$ cat src/rtl/seq_mul_reconstruct_if.sv
// Operand/result handshake bundle for the shift-add dividend reconstructor.
// master drives operands and result acceptance; slave is the multiplier.
interface seq_mul_reconstruct_if;
  logic        in_valid;
  logic        in_ready;
  logic [7:0]  q;
  logic [7:0]  y;
  logic [7:0]  r;
  logic        out_valid;
  logic        out_ready;
  logic [15:0] x_out;

  modport master (
    output in_valid,
    output q,
    output y,
    output r,
    output out_ready,
    input  in_ready,
    input  out_valid,
    input  x_out
  );

  modport slave (
    input  in_valid,
    input  q,
    input  y,
    input  r,
    input  out_ready,
    output in_ready,
    output out_valid,
    output x_out
  );
endinterface

$ cat src/rtl/seq_mul_reconstruct.sv
// Sequential 8x8 shift-add multiplier rebuilding x = q*y + r, one multiplier bit per cycle.
// The low APPROX_COLS accumulator columns use approximate adder cells (sum=(a^b)|cin, cout=a&b).
module seq_mul_reconstruct #(
  parameter int APPROX_COLS = 0
) (
  input  logic                  clk,
  input  logic                  rst_n,
  seq_mul_reconstruct_if.slave  bus
);

  localparam int APPROX_EFF = (APPROX_COLS > 16) ? 16 : ((APPROX_COLS < 0) ? 0 : APPROX_COLS);

  typedef enum logic [1:0] {
    IDLE = 2'd0,
    RUN  = 2'd1,
    DONE = 2'd2
  } state_t;

  state_t      state_reg, state_next;
  logic [7:0]  q_reg, q_next;
  logic [7:0]  y_reg, y_next;
  logic [15:0] acc_reg, acc_next;
  logic [15:0] x_out_reg, x_out_next;
  logic [2:0]  cnt_reg, cnt_next;

  logic [15:0] addend;
  logic [15:0] add_sum;
  logic [15:0] carry;

  assign addend   = {8'h00, y_reg} << cnt_reg;
  assign carry[0] = 1'b0;

  // Ripple adder; the carry out of column 15 is dropped so results wrap modulo 2^16.
  genvar gi;
  generate
    for (gi = 0; gi < 16; gi++) begin : g_col
      logic a_bit;
      logic b_bit;
      logic c_bit;
      assign a_bit = acc_reg[gi];
      assign b_bit = addend[gi];
      assign c_bit = carry[gi];

      if (gi < APPROX_EFF) begin : g_approx_sum
        assign add_sum[gi] = (a_bit ^ b_bit) | c_bit;
      end else begin : g_exact_sum
        assign add_sum[gi] = a_bit ^ b_bit ^ c_bit;
      end

      if (gi < 15) begin : g_chain
        if (gi < APPROX_EFF) begin : g_approx_carry
          assign carry[gi+1] = a_bit & b_bit;
        end else begin : g_exact_carry
          assign carry[gi+1] = (a_bit & b_bit) | (a_bit & c_bit) | (b_bit & c_bit);
        end
      end
    end
  endgenerate

  always_ff @(posedge clk or negedge rst_n) begin
    if (!rst_n) begin
      state_reg <= IDLE;
      q_reg     <= 8'h00;
      y_reg     <= 8'h00;
      acc_reg   <= 16'h0000;
      x_out_reg <= 16'h0000;
      cnt_reg   <= 3'd0;
    end else begin
      state_reg <= state_next;
      q_reg     <= q_next;
      y_reg     <= y_next;
      acc_reg   <= acc_next;
      x_out_reg <= x_out_next;
      cnt_reg   <= cnt_next;
    end
  end

  always_comb begin
    state_next = state_reg;
    q_next     = q_reg;
    y_next     = y_reg;
    acc_next   = acc_reg;
    x_out_next = x_out_reg;
    cnt_next   = cnt_reg;

    case (state_reg)
      IDLE: begin
        if (bus.in_valid) begin
          q_next     = bus.q;
          y_next     = bus.y;
          acc_next   = {8'h00, bus.r};
          cnt_next   = 3'd0;
          state_next = RUN;
        end
      end
      RUN: begin
        // Always eight steps, even for zero multiplier bits, to keep latency fixed.
        if (q_reg[cnt_reg]) begin
          acc_next = add_sum;
        end
        cnt_next = cnt_reg + 3'd1;
        if (cnt_reg == 3'd7) begin
          x_out_next = q_reg[cnt_reg] ? add_sum : acc_reg;
          state_next = DONE;
        end
      end
      DONE: begin
        if (bus.out_ready) begin
          state_next = IDLE;
        end
      end
      default: begin
        state_next = IDLE;
      end
    endcase
  end

  assign bus.in_ready  = (state_reg == IDLE);
  assign bus.out_valid = (state_reg == DONE);
  assign bus.x_out     = x_out_reg;

endmodule

$ cat src/flat_wrapper.sv
// flat-port wrapper written by rule: the top's interface ports become plain ports
module seq_mul_reconstruct_flat 
#(
  parameter int APPROX_COLS = 0
)
  (clk, rst_n, bus_in_valid, bus_q, bus_y, bus_r, bus_out_ready, bus_in_ready, bus_out_valid, bus_x_out);
  seq_mul_reconstruct_if bus_i ();
  input  logic clk;
  input  logic rst_n;
  input wire logic [$bits(bus_i.in_valid)-1:0] bus_in_valid;
  input wire logic [$bits(bus_i.q)-1:0] bus_q;
  input wire logic [$bits(bus_i.y)-1:0] bus_y;
  input wire logic [$bits(bus_i.r)-1:0] bus_r;
  input wire logic [$bits(bus_i.out_ready)-1:0] bus_out_ready;
  output wire logic [$bits(bus_i.in_ready)-1:0] bus_in_ready;
  output wire logic [$bits(bus_i.out_valid)-1:0] bus_out_valid;
  output wire logic [$bits(bus_i.x_out)-1:0] bus_x_out;
  assign bus_i.in_valid = bus_in_valid;
  assign bus_i.q = bus_q;
  assign bus_i.y = bus_y;
  assign bus_i.r = bus_r;
  assign bus_i.out_ready = bus_out_ready;
  assign bus_in_ready = bus_i.in_ready;
  assign bus_out_valid = bus_i.out_valid;
  assign bus_x_out = bus_i.x_out;
  seq_mul_reconstruct #(.APPROX_COLS(APPROX_COLS)) u_core (.clk(clk), .rst_n(rst_n), .bus(bus_i));
endmodule
$ cat config.mk
export PLATFORM = sky130hd
export DESIGN_NAME = seq_mul_reconstruct_flat
export DESIGN_NICKNAME = d
export VERILOG_FILES = /design/src/rtl/seq_mul_reconstruct_if.sv /design/src/rtl/seq_mul_reconstruct.sv /design/src/flat_wrapper.sv
export SDC_FILE = /design/constraint.sdc
export NUM_CORES = 1
export LEC_CHECK = 0
export ABC_AREA = 1
export BUFFER_PORTS_ARGS = -buffer_cell sky130_fd_sc_hd__buf_2
export CORE_MARGIN = 5
export CORE_UTILIZATION = 40
export DETAILED_ROUTE_END_ITERATION = 16
export PLACE_DENSITY = 0.6
export SLEW_MARGIN = 30
export SYNTH_ARGS = -nofsm -noshare
export SYNTH_HDL_FRONTEND = slang
export SYNTH_SLANG_ARGS = --single-unit
$ cat constraint.sdc
create_clock -name clk -period 7.6 [get_ports clk]
set_input_delay 1.52 -clock clk [delete_from_list [all_inputs] [get_ports clk]]
set_output_delay 1.52 -clock clk [all_outputs]
set_load 0.01 [all_outputs]
==> flow_summary.ini <==
[finish]
multi_input_area_um2 = 1513
area_growth_pct = 12.75
antenna_cells = 0
final_nets = 464
fillers = 761
seqCellArea_um2 = 1326
drive_gt1_share_pct = 14.76

[worst_setup_path]
critPathLaunchType = flop
r2r.worst_path.cells = 27
cp.arrival_ns = 6.87
critical_path_class = flop to flop
crit_path_max_fanout = 15
crit_required_ns = 7.85
worst_setup_path_end_kind = flop

[power]
ir_drop_v = 0.0001530
netSwitchingPower_w = 0.0008095
swShare_pct = 48.36
power_frac_seq_pct = 31.3
p_per_area_nw_per_um2 = 489.5
p_comb_share_pct = 57.1
clkPwrFrac_pct = 11.6
power.leakage_nw = 1.793
internal_power_w = 0.0008644

[floorplanning]
num_rows = 31
start_util_pct = 41.37
pin_count = 46
die_height_um = 97.08
die_w_um = 97.08
dieArea_um2 = 9424
core_um2 = 7331

[hold_path]
hold_depth = 2
hp-class = flop to flop

[synth]
avgSynthCellArea_um2 = 7.940
syn_area_um2 = 3033
ys_seq_area_share_pct = 43.73
synth_most_common_cell = nand2_1
syn_inst = 382
syn-num-nets = 427
ys_warn_count = 0
synth_top_area_cell = dfrtp_1
synth_seq_cells = 53
synthFlopType = dfrtp_1
synth_edf_count = 0
synth_commonest_cells = nand2_1 (163), dfrtp_1 (53), nand3_1 (53)
yosys-top-cells-area = dfrtp_1 (44%), nand2_1 (20%), fa_1 (9.2%)
async_reset_ff_share_pct = 100.0
yosys.cell_types.count = 28
synth_top_area_share_pct = 43.73

[sta]
slew_headroom_pct = 54.50
fmax_mhz = 151.2
finalMaxSlewViolations = 0
hold_viol_final = 0
setup_violations = 0
period_share_pct = 87.03
tightestPinTransition_ns = 0.6817
whs_ns = 0.4799
finalSetupTns_ns = 0
grt_setup_unrepaired = no
period_minus_slack_ns = 6.615
finClkSkew_ns = 0.003601

[clocking]
clk_latency_ns = 0.31
cts_buffers = 5
cts_resized = 0
clockBufferDepth = 2
hold_buffers = 0
cts_setup_buffers = 0
cts_root_buf = clkbuf_8
clk_pin_slew_worst_paths_ns = 0.10
cts_tree = yes
clock-sinks = 53
cts_max_level = 2

[route]
via_per_inst = 4.882
drt_iter0_markers = 152
ant_nets = 0
drc = 0
vias = 2534
first_pass_iters = 4
routed_wl_um = 6619
wl_per_cell_um = 12.75

[status]
outcome = finished, final reports clean

[global_routing]
grt_max_degree = 54
grt_pass1_wl_um = 11620
grt_remaining_overflow = 0
antenna_found_initial = 0
grt_pass1_vias = 2502
track_usage_pct = 14.71

[placement]
gp_congestion = 0.8598
io_buffers = 45
dp_hpwl_um = 4830

[run]
maxCapViolations = 0
## cell type report
type	instances	share of cell area [%]
multi-input combinational	285	44.24
tap	99	3.622
sequential	53	38.79
clock inverter	3	1.354
timing repair buffer	47	7.025
inverter	27	2.964
clock buffer	5	2.012
## cell usage in the layout, fill, tap and decap left out
cell,n
a21oi_1,1
and2_1,1
buf_2,45
buf_4,2
bufinv_16,1
clkbuf_8,5
clkinv_1,1
clkinv_4,1
clkinvlp_4,1
dfrtp_1,53
fa_1,14
ha_1,3
inv_1,25
inv_2,1
mux2i_1,2
nand2_1,163
nand2_2,1
nand2_4,1
nand3_1,53
nand3_2,2
nand3_4,1
nand3b_1,6
nand4_1,1
nor2_1,6
nor2_2,1
nor3_1,2
o21ai_0,25
o31ai_1,1
xnor2_1,1
## routing by layer
| layer | part of all wire [%] | GRT usage (%) |
|---|---|---|
| met3 | 5.7 | 2.872 |
| met1 | 47 | 19.32 |
| met2 | 46 | 24.84 |
| met4 | 1.5 | 3.888 |
| met5 | 0 | 0 |
## final timing paths
path,startpoint,to,slack [ns]
worst min register to register,u_core.bus.x_out[14]$_DFFE_PN0P_,u_core.bus.x_out[14]$_DFFE_PN0P_,0.48
max in group asynchronous,rst_n,u_core.acc_reg[1]$_DFFE_PN0P_,5.85
worst min-delay path,u_core.bus.x_out[14]$_DFFE_PN0P_,u_core.bus.x_out[14]$_DFFE_PN0P_,0.48
worst max-delay path,u_core.cnt_reg[0]$_DFFE_PN0P_,u_core.acc_reg[15]$_DFFE_PN0P_,0.99
min in group asynchronous,rst_n,u_core.bus.x_out[11]$_DFFE_PN0P_,1.33
worst max register to register,u_core.cnt_reg[0]$_DFFE_PN0P_,u_core.acc_reg[15]$_DFFE_PN0P_,0.99
## worst max-delay path, cell delays in order, from the launching register on
cell	delay [ns]
dfrtp_1	0.56
inv_1	0.37
nand2_1	0.10
nand2_1	0.09
inv_1	0.05
nor3_1	0.22
fa_1	0.22
inv_1	0.05
fa_1	0.37
inv_1	0.08
fa_1	0.19
fa_1	0.19
fa_1	0.23
fa_1	0.21
fa_1	0.17
inv_1	0.05
fa_1	0.41
fa_1	0.45
fa_1	0.43
fa_1	0.42
fa_1	0.43
fa_1	0.43
fa_1	0.41
xnor2_1	0.16
nand2_1	0.06
nand2_1	0.08
nand2_1	0.05
nand2_1	0.06
## per-stage QoR
stage | std cells | setup WS, ns | area, um2 | utilization (%) | total power (W)
CTS | 519 | 0.9216 | 3420 | 46.65 | 0.001697
finish | 519 | 0.9854 | 3420 | 46.65 | 0.001674
global route | 519 | 0.3949 | 3420 | 46.65 | 0.001886
global placement | 511 | 1.037 | 3304 | 45.08 | 0.001484
detailed placement | 511 | 0.9725 | 3304 | 45.08 | 0.001499
floorplan | 382 | 1.428 | 3033 | - | 0.001277
## power groups by stage
| stage | Combinational [W] | Clock (W) | Sequential [W] |
|---|---|---|---|
| after floorplan | 0.000773 | 0 | 0.000504 |
| after global placement | 0.000955 | 0 | 0.000528 |
| after detailed placement | 0.000970 | 0 | 0.000529 |
| after CTS | 0.000972 | 0.000203 | 0.000523 |
| after global routing | 0.00113 | 0.000211 | 0.000542 |
| final | 0.000955 | 0.000194 | 0.000524 |
## cell families (layout without fill, tap and decap cells)
kind of cell             Yosys count  after routing  synth area share (%)
multiplexers                       2              2                0.6601
adder cells (fa/ha/maj)           17             17                 10.48
AO/OA/AOI/OAI                     27             27                 4.538
XOR/XNOR                           1              1                0.2888
buffers and inverters             44             82                 6.394
AND/OR/NAND/NOR                  238            238                 33.91
flip-flops                        53             53                 43.73
No activity file was read; power rests on OpenSTA's default activity.
